`src/rtl/line_sensor_emulator_if.sv`:
```
// Command and sensor bundle between a test controller (master) and the
// line-sensor emulator (slave). The emulator is the transmitting end of the sensor lines.
interface line_sensor_emulator_if;
    logic       start;
    logic [3:0] num_crossings;
    logic       exit_sel;
    logic       abort;
    logic       sensor_l;
    logic       sensor_m;
    logic       sensor_r;
    logic       busy;
    logic       done;
    logic [3:0] crossings_sent;

    modport master (
        output start, num_crossings, exit_sel, abort,
        input  sensor_l, sensor_m, sensor_r, busy, done, crossings_sent
    );

    modport slave (
        input  start, num_crossings, exit_sel, abort,
        output sensor_l, sensor_m, sensor_r, busy, done, crossings_sent
    );
endinterface

```
`src/rtl/line_sensor_emulator.sv`:
```
// Emits 101/000/exit sensor patterns that mimic driving a track with a commanded
// number of crossings. Outputs are flops loaded from the next-state decode.
module line_sensor_emulator #(
    parameter int unsigned LINE_CYCLES  = 8,
    parameter int unsigned CROSS_CYCLES = 3,
    parameter int unsigned EXIT_CYCLES  = 2,
    parameter int unsigned CNT_W        = 8
) (
    input  logic                   clk,
    input  logic                   reset,
    line_sensor_emulator_if.slave  bus
);

    localparam logic [CNT_W-1:0] LINE_LAST  = CNT_W'(LINE_CYCLES - 1);
    localparam logic [CNT_W-1:0] CROSS_LAST = CNT_W'(CROSS_CYCLES - 1);
    localparam logic [CNT_W-1:0] EXIT_LAST  = CNT_W'(EXIT_CYCLES - 1);

    localparam logic [2:0] PAT_LINE  = 3'b101;
    localparam logic [2:0] PAT_CROSS = 3'b000;
    localparam logic [2:0] PAT_ALT   = 3'b010;

    typedef enum logic [2:0] {
        S_IDLE  = 3'd0,
        S_LINE  = 3'd1,
        S_CROSS = 3'd2,
        S_EXIT  = 3'd3,
        S_DONE  = 3'd4
    } state_t;

    state_t           state_q, state_d;
    logic [CNT_W-1:0] phase_q, phase_d;
    logic [3:0]       remaining_q, remaining_d;
    logic             exit_sel_q, exit_sel_d;
    logic [3:0]       crossings_q, crossings_d;
    logic [2:0]       sensors_q, sensors_d;
    logic             busy_q, busy_d;
    logic             done_q, done_d;

    // Next-state, phase counter and latched run parameters
    always_comb begin
        state_d     = state_q;
        phase_d     = phase_q;
        remaining_d = remaining_q;
        exit_sel_d  = exit_sel_q;
        crossings_d = crossings_q;

        case (state_q)
            S_IDLE: begin
                if (bus.start) begin
                    remaining_d = bus.num_crossings;
                    exit_sel_d  = bus.exit_sel;
                    crossings_d = 4'd0;
                    phase_d     = '0;
                    state_d     = S_LINE;
                end
            end
            S_LINE: begin
                if (bus.abort) begin
                    phase_d = '0;
                    state_d = S_IDLE;
                end else if (phase_q == LINE_LAST) begin
                    phase_d = '0;
                    state_d = (remaining_q == 4'd0) ? S_DONE : S_CROSS;
                end else begin
                    phase_d = phase_q + CNT_W'(1);
                end
            end
            S_CROSS: begin
                if (bus.abort) begin
                    phase_d = '0;
                    state_d = S_IDLE;
                end else if (phase_q == CROSS_LAST) begin
                    phase_d     = '0;
                    crossings_d = crossings_q + 4'd1;
                    remaining_d = remaining_q - 4'd1;
                    state_d     = S_EXIT;
                end else begin
                    phase_d = phase_q + CNT_W'(1);
                end
            end
            S_EXIT: begin
                if (bus.abort) begin
                    phase_d = '0;
                    state_d = S_IDLE;
                end else if (phase_q == EXIT_LAST) begin
                    phase_d = '0;
                    state_d = S_LINE;
                end else begin
                    phase_d = phase_q + CNT_W'(1);
                end
            end
            S_DONE: begin
                phase_d = '0;
                state_d = S_IDLE;
            end
            default: begin
                phase_d = '0;
                state_d = S_IDLE;
            end
        endcase
    end

    // Output decode from the next state so the registered outputs track the state flops
    always_comb begin
        sensors_d = PAT_LINE;
        busy_d    = 1'b0;
        done_d    = 1'b0;

        case (state_d)
            S_LINE: begin
                busy_d = 1'b1;
            end
            S_CROSS: begin
                sensors_d = PAT_CROSS;
                busy_d    = 1'b1;
            end
            S_EXIT: begin
                sensors_d = exit_sel_d ? PAT_ALT : PAT_LINE;
                busy_d    = 1'b1;
            end
            S_DONE: begin
                done_d = 1'b1;
            end
            default: begin
                sensors_d = PAT_LINE;
            end
        endcase
    end

    always_ff @(posedge clk) begin
        if (reset) begin
            state_q     <= S_IDLE;
            phase_q     <= '0;
            remaining_q <= 4'd0;
            exit_sel_q  <= 1'b0;
            crossings_q <= 4'd0;
            sensors_q   <= PAT_LINE;
            busy_q      <= 1'b0;
            done_q      <= 1'b0;
        end else begin
            state_q     <= state_d;
            phase_q     <= phase_d;
            remaining_q <= remaining_d;
            exit_sel_q  <= exit_sel_d;
            crossings_q <= crossings_d;
            sensors_q   <= sensors_d;
            busy_q      <= busy_d;
            done_q      <= done_d;
        end
    end

    assign bus.sensor_l       = sensors_q[2];
    assign bus.sensor_m       = sensors_q[1];
    assign bus.sensor_r       = sensors_q[0];
    assign bus.busy           = busy_q;
    assign bus.done           = done_q;
    assign bus.crossings_sent = crossings_q;

endmodule
```
`src/flat_wrapper.sv`:
```
// flat-port wrapper written by rule: the top's interface ports become plain ports
module line_sensor_emulator_flat 
#(
    parameter int unsigned LINE_CYCLES  = 8,
    parameter int unsigned CROSS_CYCLES = 3,
    parameter int unsigned EXIT_CYCLES  = 2,
    parameter int unsigned CNT_W        = 8
)
  (clk, reset, bus_start, bus_num_crossings, bus_exit_sel, bus_abort, bus_sensor_l, bus_sensor_m, bus_sensor_r, bus_busy, bus_done, bus_crossings_sent);
  line_sensor_emulator_if bus_i ();
  input  logic clk;
  input  logic reset;
  input wire logic [$bits(bus_i.start)-1:0] bus_start;
  input wire logic [$bits(bus_i.num_crossings)-1:0] bus_num_crossings;
  input wire logic [$bits(bus_i.exit_sel)-1:0] bus_exit_sel;
  input wire logic [$bits(bus_i.abort)-1:0] bus_abort;
  output wire logic [$bits(bus_i.sensor_l)-1:0] bus_sensor_l;
  output wire logic [$bits(bus_i.sensor_m)-1:0] bus_sensor_m;
  output wire logic [$bits(bus_i.sensor_r)-1:0] bus_sensor_r;
  output wire logic [$bits(bus_i.busy)-1:0] bus_busy;
  output wire logic [$bits(bus_i.done)-1:0] bus_done;
  output wire logic [$bits(bus_i.crossings_sent)-1:0] bus_crossings_sent;
  assign bus_i.start = bus_start;
  assign bus_i.num_crossings = bus_num_crossings;
  assign bus_i.exit_sel = bus_exit_sel;
  assign bus_i.abort = bus_abort;
  assign bus_sensor_l = bus_i.sensor_l;
  assign bus_sensor_m = bus_i.sensor_m;
  assign bus_sensor_r = bus_i.sensor_r;
  assign bus_busy = bus_i.busy;
  assign bus_done = bus_i.done;
  assign bus_crossings_sent = bus_i.crossings_sent;
  line_sensor_emulator #(.LINE_CYCLES(LINE_CYCLES), .CROSS_CYCLES(CROSS_CYCLES), .EXIT_CYCLES(EXIT_CYCLES), .CNT_W(CNT_W)) u_core (.clk(clk), .reset(reset), .bus(bus_i));
endmodule
```
`config.mk`:
```
export PLATFORM = sky130hd
export DESIGN_NAME = line_sensor_emulator_flat
export DESIGN_NICKNAME = d
export VERILOG_FILES = /design/src/rtl/line_sensor_emulator_if.sv /design/src/rtl/line_sensor_emulator.sv /design/src/flat_wrapper.sv
export SDC_FILE = /design/constraint.sdc
export NUM_CORES = 1
export LEC_CHECK = 0
export BUFFER_PORTS_ARGS = -buffer_cell sky130_fd_sc_hd__buf_2
export CORE_MARGIN = 4
export CORE_UTILIZATION = 40
export CTS_CLUSTER_DIAMETER = 80
export CTS_CLUSTER_SIZE = 40
export DETAILED_ROUTE_END_ITERATION = 6
export PLACE_DENSITY = 0.61
export SLEW_MARGIN = 10
export SYNTH_ARGS = -nofsm -noshare
export SYNTH_HDL_FRONTEND = slang
export SYNTH_SLANG_ARGS = --single-unit
```
`constraint.sdc`:
```
create_clock -name clk -period 3.6 [get_ports clk]
set_input_delay 0 -clock clk [delete_from_list [all_inputs] [get_ports clk]]
set_output_delay 0 -clock clk [all_outputs]
set_load 0.05 [all_outputs]
```
**Word level (Yosys, flattened, before mapping)**

Cells that the tools add are included.

- Add/sub/neg operators: 3
- Reductions and logical operators: 5
- Equal/unequal tests: 13
- Multiplexer cells: 31

Operators with widths:

| operator | count |
|---|---|
| 8-bit two-way mux | 7 |
| 8-bit one-hot mux with 4 select lines | 1 |
| 3-bit two-way mux | 9 |
| 4-bit two-way mux | 6 |
| 4-bit one-hot mux with 2 select lines | 2 |
| 3-bit by 2-bit equality test with 1-bit output (second input constant) | 4 |
| 3-bit one-hot mux with 4 select lines | 1 |
| 8-bit by 1-bit adder with 8-bit output (second input constant) | 1 |
| 8-bit by 1-bit equality test with 1-bit output (second input constant) | 1 |
| 8-bit by 2-bit equality test with 1-bit output (second input constant) | 1 |
| 8-bit by 3-bit equality test with 1-bit output (second input constant) | 1 |
| 3-bit by 1-bit equality test with 1-bit output (second input constant) | 2 |
| 3-bit one-hot mux with 2 select lines | 1 |
| 4-bit by 1-bit adder with 4-bit output (second input constant) | 1 |
| 4-bit zero test | 1 |
| 1-bit two-way mux | 4 |
| 2-bit != test (second input constant) | 2 |
| 4-bit AND reduction | 1 |
| 4-bit by 1-bit subtractor with 4-bit output (second input constant) | 1 |
| 3-bit equality test (second input constant) | 1 |
| 3-bit zero test | 1 |
| 3-bit OR reduction | 1 |
| 2-bit by 1-bit != test with 1-bit output (second input constant) | 1 |
| 2-bit nonzero test | 1 |

- Flip-flop bits (word level): 25
- Word-level logic and storage cells: 60

**Longest topological paths before layout**

Gate-level depths: netlist (run 1).

- Depth after elaboration: 8
- Mapped depth: 8
- Gate-level depth less buffers: 7

**Least setup slack after synthesis (run 1)**

Ideal clock, no wire load.

- Path kind: register to register
- Start: register u_core.state_q[1]
- End: register u_core.crossings_q[3], in the netlist u_core.bus.crossings_sent[3]
- Library setup time: 0.070 ns
- Arrival time: 1.698 ns
- Stages on the path, launching flop included: 7
- Buffers on the path: 1
- Clock period less this slack: 1.768 ns
- Setup slack: 1.832 ns
- Required time: 3.530 ns
- Path through: dfxtp_1 or3b_1 buf_6 nor3b_2 a21oi_2 or3_1 a21boi_1

- Cells in the longest elaborated chain, start to end: 3
- Elaborated cells on any way between the ends: 8
- Classes of those cells: 4 x eq/ne; 1 x mux; 3 x reduce/logical

RTL lines:

| item | line | source |
|---|---|---|
| start, declared | line_sensor_emulator.sv:30 | `state_t state_q, state_d;` |
| start signal, assigned | line_sensor_emulator.sv:141 | `state_q <= state_d;` |
| 3-bit by 2-bit equality test with 1-bit output / 3-bit zero test (equally long branches) | line_sensor_emulator.sv:47 | `case (state_q)` |
| 2-bit by 1-bit != test with 1-bit output (no source line) (tied with other cells) | n/a |  |
| 4-bit AND reduction (no source line) | n/a |  |
| end signal, assigned | line_sensor_emulator.sv:145 | `crossings_q <= crossings_d;` |
| end, declared | line_sensor_emulator.sv:34 | `logic [3:0] crossings_q, crossings_d;` |

Several ways; a longest one is shown, not always the timed one.
A chain may end at the register's enable or synchronous reset.

**Worst setup path in the final report (run 1)**

Same ends and word-level chain as after synthesis.

==> results of run 1 <==
[repair_timing]
action / CTS / global route
endpoints found under the hold margin: 3 / 0
hold buffers: 3 / 0
setup endpoints to repair: 0 / 0
[critical path, stage by stage, from the launching register on]
cell and delay [ns]:
dfxtp_1 0.55, or3b_1 0.55, nor3b_2 0.24, a21oi_2 0.19, or3_1 0.39, a21boi_1 0.14
[final cells by class]
cell class	instances	area (um^2)
timing repair buffer	20	115
multi-input combinational	112	753
sequential	24	480
tap	44	55.1
inverter	8	30.0
clock buffer	4	36.3
fill	315	1660
[path summary, 6_finish.rpt]
kind	startpoint	to	slack (ns)
worst max-delay path	u_core.state_q[1]	u_core.bus.crossings_sent[3]	1.49
worst min-delay path	bus_num_crossings[1]	u_core.remaining_q[1]	0.03
worst max register to register	u_core.state_q[1]	u_core.bus.crossings_sent[3]	1.49
worst min register to register	u_core.remaining_q[1]	u_core.remaining_q[1]	0.48
[registers in the layout, indices dropped and copies added (netlist names)]
signal / count
u_core.state_q: 3
u_core.bus.crossings_sent: 4
u_core.phase_q: 8
u_core.sensors_q: 2
u_core.bus.done: 1
u_core.exit_sel_q: 1
u_core.remaining_q: 4
u_core.bus.busy: 1
[cell usage after synthesis (2+ instances only)]
master	instances
nand3b_1	2
o21ai_0	6
inv_1	8
nor3b_2	2
mux2i_1	4
ha_1	5
buf_6	3
o22ai_1	2
nor2_1	15
nand3_1	6
a31oi_1	6
and2_1	2
a21boi_1	2
or3_1	4
nor3_1	3
a21oi_1	11
nor4_1	7
dfxtp_1	24
nand2_1	4
nand2b_1	6
and3_1	3
[kinds of logic after synthesis]
kind of cell / share of synthesized area, %
XOR/XNOR: 0.656
multiplexers: 3.00
adder cells (fa/ha/maj): 4.69
flip-flops: 36.0
AO/OA/AOI/OAI: 18.4
buffers and inverters: 7.59
AND/OR/NAND/NOR: 29.7
[stage by stage]
step / area, um^2 / util (%)
after CTS: 1470 / 47.0
after global placement: 1400 / 44.9
after detailed placement: 1400 / 44.9
final: 1470 / 47.0
after floorplan: 1340 / -
after global routing: 1470 / 47.0
[cells in the final DEF, fill, tap and decap left out, drive strengths merged, types with 3 or more instances in the layout]
cell type,instances
dfxtp,24
buf,17
nor2,15
a21oi,12
inv,8
nor4,7
o21ai,7
a31oi,7
nand2b,6
nand3,6
ha,5
nand2,4
or3,4
mux2i,4
clkbuf,4
nor3,3
and3,3
dlygate4sd3,3
nor3b,3
[metal layers]
layer / wire length, um / GRT usage [%]
met1: 1350 / 19.5
met2: 1220 / 21.4
met5: 0 / 0
met3: 154 / 2.04
met4: 41 / 6.48
[power by group]
part / switching [mW] / internal, mW / total, mW
registers: 0.00592 / 0.271 / 0.277
clock network: 0.0842 / 0.0619 / 0.146
logic: 0.0324 / 0.0230 / 0.0554
total: 0.123 / 0.356 / 0.479
==> results.toml, run 1 <==
[synthesis]
ys_ff_latch = 24
syn_area_um2 = 1340
synth_edf_count = 0
syn_avg_cell_area_um2 = 8.84
synthDistinctLibCells = 47
synthCells = 151
ys_top_cells_by_area = "dfxtp_1 (36%), ha_1 (4.7%), nor2_1 (4.2%), a21oi_1 (4.1%), nor4_1 (3.3%)"
synth_nets = 165
synth-async-reset-ratio_pct = 0
synth-main-ff-cell = "dfxtp_1"
ys_seq_area_share_pct = 36.0
synth_top_area_cell = "dfxtp_1"
ys.warnings.count = 0
synth_top_area_share_pct = 36.0

[clock_network]
post-cts-setup-buffer-count = 0
clockRootBuffer = "clkbuf_4"
cts_tree = "built"
clk_pin_slew_ns = 0.14
cts_buffer_depth = 2
cts_buffers = 3
htreeDepth = 1
cts_sinks = 24
cts_resized = 0
clk-insertion-delay-late_ns = 0.32

[sta]
finalSetupViolations = 0
worst_slack_ns = 1.49
slew_headroom_pct = 54.8
period_share_pct = 58.6
clock_skew_ns = 0.0116
rsz0062_at_grt = "false"
holdWs_ns = 0.0335
finalCriticalPeriod_ns = 2.11
drv_slew = 0
tightestPinTransition_ns = 0.672
fin_tns_setup_ns = 0
max_freq_mhz = 474
hold_viol_final = 0

[setup_path]
critPathKind = "register to register"
cp-end-kind = "register"
path_max_fanout = 14
critPathRequiredTime_ns = 3.87
rr_worst_depth = 5
crit_path_start_kind = "register"
worstPathArrival_ns = 2.38

[global_route]
grt_pass1_vias = 1024
antenna_found_initial = 0
grt_overflow = 0
grt_pass1_wl_um = 4800
grtUsageTotal_pct = 14.1
grt_max_degree = 23

[drt]
vias = 1166
via_per_inst = 5.50
drc_errors = 0
antenna_left = 0
wl_per_cell_um = 13.0
drt_pass1_iterations = 4
wirelength_um = 2760
drtIter0Drc = 100

[floorplanning]
ios = 18
rows = 20
core-area_um2 = 3130
fp.dieH_um = 65.8
start_util_pct = 42.7
die_area_um2 = 4330
die_w_um = 65.8

[hold_path]
hold-path-cell-count = 4
hold_class = "primary input to register"

[layout]
fin_nets = 183
final_cells = 212
drive_above_1_share_pct = 17.9
syn_to_final_growth_pct = 10.1
antennaDiodeCount = 0

[pwr]
power.total_mw = 0.479
power.leakage_nw = 0.572
power_density_nw_per_um2 = 326
ir_drop_v = 0.000139

[place]
dpl_worst_slack_ns = 1.52
place_congestion = 0.895
numPortBuffers = 17
dp_hpwl_um = 2000
dp_cells = 205

[job]
drv_cap = 0

[status]
status = "finished clean"
Note: power is estimated with default switching activity, not from simulation.
==> run 2, diff against run 1 <==
--- a/config.mk
+++ b/config.mk
@@ -5,13 +5,14 @@
 export SDC_FILE = /design/constraint.sdc
 export NUM_CORES = 1
 export LEC_CHECK = 0
+export ABC_AREA = 1
 export BUFFER_PORTS_ARGS = -buffer_cell sky130_fd_sc_hd__buf_2
 export CORE_MARGIN = 4
 export CORE_UTILIZATION = 40
 export CTS_CLUSTER_DIAMETER = 80
 export CTS_CLUSTER_SIZE = 40
 export DETAILED_ROUTE_END_ITERATION = 6
-export PLACE_DENSITY = 0.61
+export PLACE_DENSITY = 0.63
 export SLEW_MARGIN = 10
 export SYNTH_ARGS = -nofsm -noshare
 export SYNTH_HDL_FRONTEND = slang
==> constraint.sdc (replaced) <==
create_clock -name clk -period 1.9 [get_ports clk]
set_input_delay 0 -clock clk [delete_from_list [all_inputs] [get_ports clk]]
set_output_delay 0 -clock clk [all_outputs]
set_load 0.05 [all_outputs]
==> results.toml, run 2 <==
[synthesis]
synth_mux_area_share_pct = 0
synth_compound_area_share_pct = 11.2
synth-main-ff-cell = "dfxtp_1"
synth_top_family_by_area = "simple AND/OR/NAND/NOR gates"
synthCells = 210
ys_seq_area_share_pct = 32.1
synth_xor_area_share_pct = 1.76
syn_avg_cell_area_um2 = 7.13
synth_top_area_cell = "dfxtp_1"
ys_ff_latch = 24
netlist_top_cells_count = "nand2_1 (39), inv_1 (25), dfxtp_1 (24)"
ys.warnings.count = 0
synth-async-reset-ratio_pct = 0
synth_nets = 224
synth_edf_count = 0
synthDistinctLibCells = 33
yosysMostFrequentCell = "nand2_1"
ys_top_cells_by_area = "dfxtp_1 (32%), nand2_1 (9.8%), nand3_1 (7.0%), inv_1 (6.3%), nor2_1 (5.3%)"
synthAdderAreaFrac_pct = 4.18
syn_area_um2 = 1500
synth-simple-area-share_pct = 40.4
synth_top_area_share_pct = 32.1

[setup_path]
worst-path-buf-inv = 0
cp_top_family = "simple AND/OR/NAND/NOR gates"
cp-end-kind = "register"
crit_path_start_kind = "register"
slowest_stage = "dfxtp_1"
max_stage_delay_ns = 0.39
critPathKind = "register to register"
crit_chain = "ha_1 -> nand2_1 -> nor2_1 -> nand2_1 -> a21oi_1 -> nand2_1 -> nor2_1 -> nor2_1"
path_max_fanout = 4
critPathRequiredTime_ns = 2.05
worstPathArrival_ns = 1.74

[layout]
nFillCells = 367
seqCellArea_um2 = 480
final_cells = 274
regMostFlops = "u_core.phase_q"
drive_above_1_share_pct = 26.8
syn_to_final_growth_pct = 12.9
layout_common_cells = "nand2_1 (39), inv_1 (25), dfxtp_1 (24), nor2_1 (21), nand3_1 (21)"
multi_input_area_um2 = 861
final_common_cell = "nand2_1"
largest_reg_flops = 8
final_util_pct = 48.7
fin_nets = 243
antennaDiodeCount = 0

[sta]
max_freq_mhz = 629
rsz0062_at_grt = "false"
slew_headroom_pct = 66.6
holdWs_ns = 0.0354
fin_tns_setup_ns = 0
clock_skew_ns = 0.00166
hold_viol_final = 0
finalCriticalPeriod_ns = 1.59
worst_slack_ns = 0.310
period_share_pct = 83.7
tightestPinTransition_ns = 0.501
drv_slew = 0
finalSetupViolations = 0

[floorplanning]
rows = 21
fp.dieH_um = 69.2
start_util_pct = 43.1
die_area_um2 = 4780
ios = 18
core-area_um2 = 3470
die_w_um = 69.2

[status]
status = "finished clean"

[drt]
drt_pass1_iterations = 4
via_per_inst = 4.80
drtIter0Drc = 85
drc_errors = 0
wl_per_cell_um = 11.2
antenna_left = 0
vias = 1316
wirelength_um = 3070

[clock_network]
htreeDepth = 1
post-cts-setup-buffer-count = 0
clk-insertion-delay-late_ns = 0.27
clockRootBuffer = "clkbuf_8"
clk_pin_slew_ns = 0.09
cts_buffers = 3
cts_buffer_depth = 2
cts_tree = "built"
cts_sinks = 24

[global_route]
grt_pass1_vias = 1239
grtUsageTotal_pct = 13.7
busiest_layer = "met2"
grt_use_met3_pct = 3.05
grt_max_degree = 23
grt_pass1_wl_um = 5520
antenna_found_initial = 0
use_met1_pct = 18.1
grt_overflow = 0
met2_usage_pct = 22.2

[job]
drv_cap = 0

[hold_path]
hold_class = "primary input to register"

[place]
place_congestion = 0.781
dp_cells = 269
dp_hpwl_um = 2280
dpl_worst_slack_ns = 0.319
numPortBuffers = 17

[pwr]
ir_drop_v = 0.000400
power.leakage_nw = 0.769
power_density_nw_per_um2 = 666
==> run 2: cell count changes after synthesis, sizes merged, moves of 5 or more <==
cell and delta:
nor2 +12, a31oi -6, nand4 +7, nand2b -6, inv +23, nor4 -5, nand2 +47, nand3 +17
==> run 2: repair_timing <==
| item | CTS | global route |
|---|---|---|
| endpoints found under the hold margin | 2 | 0 |
| hold buffers | 1 | 0 |
| gates resized for setup | 0 | 0 |
==> run 2: cell type report <==
| cell class | count | share of cell area [%] |
|---|---|---|
| sequential | 24 | 28.4 |
| tap | 46 | 3.41 |
| timing repair buffer | 19 | 6.07 |
| clock inverter | 1 | 1.78 |
| clock buffer | 3 | 2.44 |
| multi-input combinational | 150 | 51.0 |
| inverter | 31 | 6.89 |
==> run 2: where the power goes <==
group	switching (mW)	internal (mW)	total, mW
Combinational	0.0935	0.0449	0.138
Sequential	0.0101	0.516	0.526
Clock	0.179	0.282	0.462
==> run 2: worst min-delay path, cell delays in order <==
cell and delay (ns):
buf_2 0.10, nor2_2 0.06, nand2_1 0.05, a21oi_1 0.06
==> run 2: worst paths after layout <==
check	to	slack, ns	from	cells after the start
setup reg to reg	u_core.bus.busy	0.31	u_core.phase_q[0]	8
hold / removal	u_core.phase_q[7]	0.04	bus_start	4
hold reg to reg	u_core.phase_q[7]	0.49	u_core.phase_q[7]	2
setup / recovery	u_core.bus.busy	0.31	u_core.phase_q[0]	8
==> run 2: cells by family after synthesis <==
family                     Yosys count
adders and majority gates            5
DFF                                 24
AOI/OAI and AO/OA                   25
and+or+nand+nor                    117
xor gates and xnor gates             3
buffers and inverters               36
==> run 2: per-layer routing <==
layer | wire (um) | part of all wire (%)
met5 | 0 | 0
met3 | 130 | 4.2
met4 | 29 | 0.94
met1 | 1510 | 49
met2 | 1400 | 46
==> run 2: per-stage QoR <==
step,total power [mW],area (um^2)
finish,1.13,1690
global route,1.18,1690
global placement,0.675,1610
CTS,1.15,1690
detailed placement,0.675,1610
floorplan,0.643,1500
